**src/rtl/maxpool_stream_ctrl_if.sv**
```systemverilog
// Pixel-in / pooled-result-out stream bundle for maxpool_stream_ctrl.
// The controller takes the slave view; the producer/consumer side takes master.
interface maxpool_stream_ctrl_if #(
   parameter int BITWIDTH = 8
);
   logic                in_valid;
   logic                in_ready;
   logic [BITWIDTH-1:0] in_data;
   logic                out_valid;
   logic                out_ready;
   logic [BITWIDTH-1:0] out_data;
   logic                out_last;

   modport master (
      output in_valid, in_data, out_ready,
      input  in_ready, out_valid, out_data, out_last
   );

   modport slave (
      input  in_valid, in_data, out_ready,
      output in_ready, out_valid, out_data, out_last
   );
endinterface

```
**src/rtl/maxpool_stream_ctrl.sv**
```systemverilog
// Streaming 2-D max-pooling controller: one pixel per beat in, one pooled
// maximum per completed KHEIGHT x KWIDTH window out, via a line of partial maxima.
module maxpool_stream_ctrl #(
   parameter int BITWIDTH    = 8,
   parameter int DATAWIDTH   = 28,
   parameter int DATAHEIGHT  = 28,
   parameter int DATACHANNEL = 3,
   parameter int KWIDTH      = 2,
   parameter int KHEIGHT     = 2
) (
   input  logic                 clk,
   input  logic                 rst,
   input  logic                 start,
   maxpool_stream_ctrl_if.slave stream,
   output logic                 busy,
   output logic                 done
);
   localparam int OW  = DATAWIDTH / KWIDTH;
   localparam int OH  = DATAHEIGHT / KHEIGHT;
   localparam int CW  = (DATAWIDTH   > 1) ? $clog2(DATAWIDTH)   : 1;
   localparam int RW  = (DATAHEIGHT  > 1) ? $clog2(DATAHEIGHT)  : 1;
   localparam int CHW = (DATACHANNEL > 1) ? $clog2(DATACHANNEL) : 1;
   localparam int KXW = (KWIDTH      > 1) ? $clog2(KWIDTH)      : 1;
   localparam int KYW = (KHEIGHT     > 1) ? $clog2(KHEIGHT)     : 1;
   localparam int OXW = (OW          > 1) ? $clog2(OW)          : 1;
   localparam int OYW = (OH          > 1) ? $clog2(OH)          : 1;

   localparam logic [CW-1:0]  COL_LAST = CW'(DATAWIDTH - 1);
   localparam logic [RW-1:0]  ROW_LAST = RW'(DATAHEIGHT - 1);
   localparam logic [CHW-1:0] CH_LAST  = CHW'(DATACHANNEL - 1);
   localparam logic [KXW-1:0] KX_LAST  = KXW'(KWIDTH - 1);
   localparam logic [KYW-1:0] KY_LAST  = KYW'(KHEIGHT - 1);
   localparam logic [OXW-1:0] OX_LAST  = OXW'(OW - 1);
   localparam logic [OYW-1:0] OY_LAST  = OYW'(OH - 1);
   localparam logic [CW:0]    COL_LIM  = (CW+1)'(OW * KWIDTH);
   localparam logic [RW:0]    ROW_LIM  = (RW+1)'(OH * KHEIGHT);

   localparam logic [1:0] ST_IDLE  = 2'd0;
   localparam logic [1:0] ST_RUN   = 2'd1;
   localparam logic [1:0] ST_FLUSH = 2'd2;

   logic [1:0]          state;
   logic [CW-1:0]       col;
   logic [RW-1:0]       row;
   logic [CHW-1:0]      ch;
   logic [KXW-1:0]      kx;
   logic [KYW-1:0]      ky;
   logic [OXW-1:0]      ox;
   logic [OYW-1:0]      oy;
   logic [BITWIDTH-1:0] hmax;
   logic [BITWIDTH-1:0] linebuf [OW];
   logic                ov_q;
   logic                ol_q;
   logic [BITWIDTH-1:0] od_q;

   logic                accept;
   logic                col_in;
   logic                row_in;
   logic                col_last;
   logic                row_last;
   logic                ch_last;
   logic                kx_last;
   logic                ky_last;
   logic                emit;
   logic [BITWIDTH-1:0] hcur;
   logic [BITWIDTH-1:0] vmax;

   function automatic logic [BITWIDTH-1:0] umax(input logic [BITWIDTH-1:0] a,
                                                input logic [BITWIDTH-1:0] b);
      return (a > b) ? a : b;
   endfunction

   // rst gates in_ready combinationally so no beat is taken in a reset cycle
   assign stream.in_ready  = (state == ST_RUN) && !rst && (!ov_q || stream.out_ready);
   assign stream.out_valid = ov_q;
   assign stream.out_data  = od_q;
   assign stream.out_last  = ol_q;
   assign busy             = (state != ST_IDLE);

   assign accept   = stream.in_valid && stream.in_ready;
   assign col_in   = {1'b0, col} < COL_LIM;
   assign row_in   = {1'b0, row} < ROW_LIM;
   assign col_last = (col == COL_LAST);
   assign row_last = (row == ROW_LAST);
   assign ch_last  = (ch == CH_LAST);
   assign kx_last  = (kx == KX_LAST);
   assign ky_last  = (ky == KY_LAST);
   assign emit     = accept && col_in && row_in && kx_last && ky_last;

   always_comb begin
      hcur = stream.in_data;
      if (kx != '0) hcur = umax(hmax, stream.in_data);
      vmax = hcur;
      if (KHEIGHT > 1) vmax = umax(linebuf[ox], hcur);
   end

   always_ff @(posedge clk) begin
      if (rst) begin
         state <= ST_IDLE;
         col   <= '0;
         row   <= '0;
         ch    <= '0;
         kx    <= '0;
         ky    <= '0;
         ox    <= '0;
         oy    <= '0;
         ov_q  <= 1'b0;
         ol_q  <= 1'b0;
         od_q  <= '0;
         done  <= 1'b0;
      end else begin
         done <= 1'b0;
         case (state)
            ST_IDLE:  if (start) state <= ST_RUN;
            ST_RUN:   if (accept && col_last && row_last && ch_last) state <= ST_FLUSH;
            ST_FLUSH: if (!ov_q || stream.out_ready) begin
               done  <= 1'b1;
               state <= ST_IDLE;
            end
            default:  state <= ST_IDLE;
         endcase

         // window counters wrap early on trailing columns/rows; ox/oy hold 0 there
         if (accept) begin
            kx <= (kx_last || col_last) ? '0 : kx + 1'b1;
            if (col_in && kx_last) ox <= (ox == OX_LAST) ? '0 : ox + 1'b1;
            if (col_last) begin
               col <= '0;
               ox  <= '0;
               ky  <= (ky_last || row_last) ? '0 : ky + 1'b1;
               if (row_in && ky_last) oy <= (oy == OY_LAST) ? '0 : oy + 1'b1;
               if (row_last) begin
                  row <= '0;
                  oy  <= '0;
                  ch  <= ch_last ? '0 : ch + 1'b1;
               end else begin
                  row <= row + 1'b1;
               end
            end else begin
               col <= col + 1'b1;
            end
         end

         if (emit) begin
            ov_q <= 1'b1;
            od_q <= vmax;
            ol_q <= (ox == OX_LAST) && (oy == OY_LAST);
         end else if (ov_q && stream.out_ready) begin
            ov_q <= 1'b0;
            ol_q <= 1'b0;
         end
      end
   end

   always_ff @(posedge clk) begin
      if (accept && col_in) hmax <= hcur;
      if (accept && col_in && row_in && kx_last && !ky_last) begin
         if (ky == '0) linebuf[ox] <= hcur;
         else          linebuf[ox] <= umax(linebuf[ox], hcur);
      end
   end
endmodule

```
**src/flat_wrapper.sv**
```systemverilog
// flat-port wrapper written by rule: the top's interface ports become plain ports
module maxpool_stream_ctrl_flat 
#(
   parameter int BITWIDTH    = 8,
   parameter int DATAWIDTH   = 28,
   parameter int DATAHEIGHT  = 28,
   parameter int DATACHANNEL = 3,
   parameter int KWIDTH      = 2,
   parameter int KHEIGHT     = 2
)
  (clk, rst, start, busy, done, stream_in_valid, stream_in_data, stream_out_ready, stream_in_ready, stream_out_valid, stream_out_data, stream_out_last);
  maxpool_stream_ctrl_if #(.BITWIDTH(BITWIDTH)) stream_i ();
  input  logic clk;
  input  logic rst;
  input  logic start;
  output logic busy;
  output logic done;
  input wire logic [$bits(stream_i.in_valid)-1:0] stream_in_valid;
  input wire logic [$bits(stream_i.in_data)-1:0] stream_in_data;
  input wire logic [$bits(stream_i.out_ready)-1:0] stream_out_ready;
  output wire logic [$bits(stream_i.in_ready)-1:0] stream_in_ready;
  output wire logic [$bits(stream_i.out_valid)-1:0] stream_out_valid;
  output wire logic [$bits(stream_i.out_data)-1:0] stream_out_data;
  output wire logic [$bits(stream_i.out_last)-1:0] stream_out_last;
  assign stream_i.in_valid = stream_in_valid;
  assign stream_i.in_data = stream_in_data;
  assign stream_i.out_ready = stream_out_ready;
  assign stream_in_ready = stream_i.in_ready;
  assign stream_out_valid = stream_i.out_valid;
  assign stream_out_data = stream_i.out_data;
  assign stream_out_last = stream_i.out_last;
  maxpool_stream_ctrl #(.BITWIDTH(BITWIDTH), .DATAWIDTH(DATAWIDTH), .DATAHEIGHT(DATAHEIGHT), .DATACHANNEL(DATACHANNEL), .KWIDTH(KWIDTH), .KHEIGHT(KHEIGHT)) u_core (.clk(clk), .rst(rst), .start(start), .stream(stream_i), .busy(busy), .done(done));
endmodule
```
**config.mk**
```make
export PLATFORM = sky130hd
export DESIGN_NAME = maxpool_stream_ctrl_flat
export DESIGN_NICKNAME = d
export VERILOG_FILES = /design/src/rtl/maxpool_stream_ctrl_if.sv /design/src/rtl/maxpool_stream_ctrl.sv /design/src/flat_wrapper.sv
export SDC_FILE = /design/constraint.sdc
export NUM_CORES = 1
export LEC_CHECK = 0
export BUFFER_PORTS_ARGS = -buffer_cell sky130_fd_sc_hd__clkbuf_2
export CORE_MARGIN = 8
export CORE_UTILIZATION = 61
export DETAILED_ROUTE_END_ITERATION = 12
export PLACE_DENSITY = 0.86
export SLEW_MARGIN = 20
export SYNTH_ARGS = -nofsm -noshare
export SYNTH_HDL_FRONTEND = slang
export SYNTH_SLANG_ARGS = --single-unit
```
**constraint.sdc**
```tcl
create_clock -name clk -period 4.25 [get_ports clk]
set_input_delay 0.2125 -clock clk [delete_from_list [all_inputs] [get_ports clk]]
set_output_delay 0.2125 -clock clk [all_outputs]
set_load 0.1 [all_outputs]
```
# ---- Word level (Yosys, flattened, before mapping)
# Memories as Yosys holds them, arrays and structs flattened. A register that Yosys moved wholly into a read port is not among the register bits.
# Cells that the tools add are included.
dict set report op_classes {
  add_sub_neg 7
  order_cmp 4
  eq_ne 10
  mux 31
  bitwise 2
  n_reduce_logical 32
}
# cell n
set ops {}
lappend ops {{$mux W4} 8}
lappend ops {{$mux W8} 4}
lappend ops {{$gt A8 B8 Y1} 2}
lappend ops {{$logic_and A1 B1 Y1} 15}
lappend ops {{$mux W1} 12}
lappend ops {{$add A5 B1 Y5 const B} 2}
lappend ops {{$eq A5 B5 Y1 const B} 2}
lappend ops {{$lt A5 B5 Y1 const B} 2}
lappend ops {{$mux W5} 2}
lappend ops {{$reduce_and A3 Y1} 3}
lappend ops {{$add A4 B1 Y4 const B} 2}
lappend ops {{$eq A4 B4 Y1 const B} 2}
lappend ops {{$mux W2} 4}
lappend ops {{$reduce_bool A2 Y1} 4}
lappend ops {{$pmux W2 S3} 1}
lappend ops {{$eq A2 B2 Y1 const B} 2}
lappend ops {{$ne A2 B2 Y1 const B} 2}
lappend ops {{$reduce_and A2 Y1} 2}
lappend ops {{$logic_not A1 Y1} 3}
lappend ops {{$logic_or A1 B1 Y1} 3}
lappend ops {{$add A1 B1 Y1 const B} 2}
lappend ops {{$add A2 B1 Y2 const B} 1}
lappend ops {{$eq A2 B1 Y1 const B} 1}
lappend ops {{$logic_not A2 Y1} 1}
lappend ops {{4 further kinds} 4}
dict set report word_totals {
  regBits 43
  ram_bits 112
  output_inout_bits 13
  n_memories 1
}
# memory words width read_ports rd_clocked_by_memory_dff wr line_no
set mem_list {}
lappend mem_list {u_core.linebuf 14 8 1 1 1 maxpool_stream_ctrl.sv:51} ;# logic [BITWIDTH-1:0] linebuf [OW];

# ---- Logic depth before layout (Yosys ltp)
dict set report logic_depth {
  word_depth 11
  mapped_depth 15
  depth_no_buf 13
}

# ---- Worst setup path after synthesis
# No wires, ideal clock.
dict set report synth_path {
  kind {flip-flop to flip-flop}
  start {register u_core.hmax[7]}
  end {register u_core.od_q[0], in the netlist u_core.stream.out_data[0]}
  setup_ns 0.138
  arrival_ns 2.989
  required_time_ns 4.112
  setup_slack_ns 1.123
  stages_incl_launch_ff 14
  period_less_slack_ns 3.127
  cell_sequence {edfxtp_1 -> ha_1 -> a21oi_1 -> o21ai_0 -> o311ai_1 -> buf_2 -> mux2i_1 -> ha_1 -> a211oi_1 -> nor2_1 -> nor4bb_1 -> or3b_1 -> buf_2 -> o221ai_1}
}
dict set report synth_via {
  elab_chain_cells 5
}
# item line_no
set synth_lines {}
lappend synth_lines {{from (decl)} maxpool_stream_ctrl.sv:50} ;# logic [BITWIDTH-1:0] hmax;
lappend synth_lines {{from (signal assigned)} maxpool_stream_ctrl.sv:156} ;# if (accept && col_in) hmax <= hcur;
lappend synth_lines {{$gt A8 B8 Y1} maxpool_stream_ctrl.sv:70} ;# return (a > b) ? a : b;
lappend synth_lines {{$mux W8 *} maxpool_stream_ctrl.sv:70}
lappend synth_lines {{$mux W8 *} maxpool_stream_ctrl.sv:92} ;# if (kx != '0) hcur = umax(hmax, stream.in_data);
lappend synth_lines {{$gt A8 B8 Y1} maxpool_stream_ctrl.sv:70}
lappend synth_lines {{$mux W8 *} --}
lappend synth_lines {{to (signal assigned)} maxpool_stream_ctrl.sv:146} ;# od_q <= vmax;
lappend synth_lines {{to (decl)} maxpool_stream_ctrl.sv:54} ;# logic [BITWIDTH-1:0] od_q;
# Every way passes the cells marked *; elsewhere a longest branch is shown, timed or not.
# A chain may end at the register's enable or synchronous reset.

# ---- Worst setup path in the final report
# Same ends and word-level chain as after synthesis.

==> flow_metrics.env <==
export IMPL_crit_type="reg -> reg"
export IMPL_grt_pass1_wl_mm=22.9
export IMPL_r2r_start="u_core.hmax[7]"
export IMPL_syn_avg_cell_area_um2=14.2
export IMPL_syn_inst=485
export IMPL_critPathTopFamily="compound AO/OA/AOI/OAI gates"
export IMPL_drt_wirelength_per_cell_um=21.5
export IMPL_cts_hold_buf=0
export IMPL_gr_total_overflow=0
export IMPL_n_fill_cell=686
export IMPL_cp_cell_sequence="ha_1 -> a21oi_1 -> o21ai_0 -> o311ai_1 -> buf_4 -> mux2i_1 -> ha_1 -> nor2b_1 -> o21ai_0 -> nor4bb_1 -> or3b_1 -> o221ai_1"
export IMPL_critPathArrivalTime_ns=3.92
export IMPL_ant_nets=0
export IMPL_leakagePower_uw=0.00280
export IMPL_ys_async_sr_fraction_pct=0
export IMPL_routed_wl_mm=14.5
export IMPL_finalClockSkew_ns=0.0108
export IMPL_endpoint_kind="register"
export IMPL_maxSlewHeadroom_pct=44.0
export IMPL_gp_congestion=0.898
export IMPL_cts_buffers=17
export IMPL_cts_path_max_buffers=2
export IMPL_critical_path_required_ns=4.53
export IMPL_p_per_area_nw_per_um2=420
export IMPL_h_tree_depth=4
export IMPL_dr_wl_met3_um=960
export IMPL_io_pins=26
export IMPL_startpoint="u_core.hmax[7]"
export IMPL_drtIter0Drc=494
export IMPL_drive_above_1_share_pct=21.0
export IMPL_drt_pass1_iter_count=9
export IMPL_vias=4313
export IMPL_fin_crit_sh_pct=85.8
export IMPL_fin_crit_ns=3.65
export IMPL_via_per_inst=6.40
export IMPL_initial_core_util_pct=63.0
export IMPL_setup_violations_final=0
export IMPL_cts_setup_buffers=0
export IMPL_cp_max_fo=8
export IMPL_clk_latency_ns=0.42
export IMPL_cts_tree="yes"
export IMPL_final_util_pct=70.9
export IMPL_reg2reg_slack_ns=0.60
export IMPL_outcome="completed"
export IMPL_max_freq_mhz=274
export IMPL_cts_clk_slew_worst_paths_ns=0.06
export IMPL_drv_slew=0
export IMPL_rsz0062_at_grt="no"
export IMPL_io_buffers=25
export IMPL_root_buffer="clkbuf_16"
export IMPL_startpoint_type="register"
export IMPL_synthFlopType="edfxtp_1"
export IMPL_synth_fp_nets=518
export IMPL_antenna_cells=0
export IMPL_finalSetupTns_ns=0
export IMPL_core_area_um2=10900
export IMPL_peakVddDrop_mv=0.297
export IMPL_hold_ws_ns=0.0643
export IMPL_drc_errors=0
export IMPL_cp_buffers_inverters=1
export IMPL_die_h_um=122
export IMPL_antenna_found_initial=0
export IMPL_cts_repair_resized=0
export IMPL_hold_start="start"
export IMPL_hold_class="in -> reg"
export IMPL_top_layer="met4"
export IMPL_hold_viol=0
export IMPL_m1WireLength_mm=5.95
export IMPL_num_rows=38
export IMPL_critPathSlowestCell="mux2i_1"
export IMPL_synth_warning_count=0
export IMPL_synth_distinct_cells=53
export IMPL_met2_length_mm=7.11
export IMPL_tightestPinTransition_ns=0.834
export IMPL_grtUsageTotal_pct=20.7
export IMPL_nNetsFinal=554
export IMPL_synth_area_um2=6880
export IMPL_slowest_delay_ns=0.45
export IMPL_maxCapViolCount=0
export IMPL_grt_pass1_vias=4224
export IMPL_die_w_um=122
export IMPL_die_area_um2=14900
export IMPL_synth_seq_cells=159
export IMPL_synthToLayoutAreaGrowth_pct=12.6
export IMPL_ys_seq_area_share_pct=63.7
export IMPL_clock_sinks=159
export IMPL_hpwl_mm=9.28
export IMPL_synth_edf_count=120
export IMPL_grt_max_degree=21
tightest hold or removal path, delay by kind of cell:
kind                   cells  cell delay (ns)
AOI/OAI and AO/OA          2             0.16
buffers and inverters      1             0.07
layout by cell type (no fill, tap or decap), types with 9 or more instances in the layout:
cell,instances
a21oi_1,20
buf_4,9
clkbuf_16,17
clkbuf_2,25
dfxtp_1,38
edfxtp_1,120
ha_1,20
inv_1,36
mux2_2,17
mux2i_1,16
mux4_2,24
nand2_1,30
nor2_1,40
o21a_1,9
o21ai_0,11
final timing paths:
check / to / cells after the start
worst max register to register: u_core.stream.out_data[0] / 12
worst min register to register: u_core.stream.out_data[7] / 2
worst min-delay path: u_core.state[0] / 3
worst max-delay path: u_core.stream.out_data[0] / 12
cells by family (layout without fill, tap and decap cells):
kind of cell | Yosys count | count (layout) | share of synthesized area [%]
AOI/OAI and AO/OA | 62 | 62 | 5.87
xor gates and xnor gates | 8 | 8 | 1.02
adders and majority gates | 20 | 20 | 3.64
buffers and inverters | 54 | 103 | 3.11
DFF | 159 | 159 | 63.7
muxes | 57 | 57 | 13.0
and+or+nand+nor | 125 | 125 | 9.72
through the flow:
stage	setup slack, ns	cells	power [µW]	area [µm²]
6_report	0.603	674	3260	7750
5_1_grt	0.368	674	3340	7750
4_1_cts	0.667	674	3260	7750
3_5_place_dp	0.730	642	1810	7180
3_3_place_gp	0.866	642	1800	7180
2_1_floorplan	1.12	485	1770	6880
state kept, by name (all words and copies together) (netlist names), named ones only:
signal	cells
u_core.hmax	8
u_core.stream.out_last	1
u_core.row	5
u_core.ox	4
u_core.kx	1
u_core.col	5
u_core.ch	2
u_core.linebuf	112
u_core.ky	1
u_core.stream.out_data	8
u_core.oy	4
u_core.stream.out_valid	1
u_core.done	1
u_core.state	2
Yosys cell counts (all sizes together), types with 8 or more instances:
cell type | instances | area [µm²]
a21oi | 20 | 100
buf | 9 | 45.1
clkbuf | 8 | 30.0
dfxtp | 39 | 781
edfxtp | 120 | 3600
ha | 20 | 250
inv | 37 | 139
mux2 | 17 | 191
mux2i | 16 | 160
mux4 | 24 | 541
nand2 | 31 | 124
nand3 | 8 | 40.0
nor2 | 40 | 150
nor3 | 8 | 51.3
o21a | 9 | 67.6
o21ai | 12 | 60.1
o221ai | 8 | 70.1
where the power goes:
part           internal, µW  switching [µW]  leakage (µW)
clock network           890             586      0.000280
logic                  28.5            71.5       0.00112
registers              1680            4.14       0.00139
total                  2590             662       0.00280
final cells by class:
cell class	instances	area (µm²)	area share (%)
clock inverters	11	116	1.50
well taps	140	175	2.26
repair buffers	34	193	2.48
inverters	37	139	1.79
flip-flops and latches	159	4390	56.6
clock buffers	21	460	5.94
multi-input cells	272	2290	29.5
routing by layer:
layer  up-vias  GRT usage, %
met4         0          10.2
met5         -             0
met2       213          32.7
li1       1911             -
met1      2151          26.4
met3        38          5.24
(Power assumes the default switching activity.)
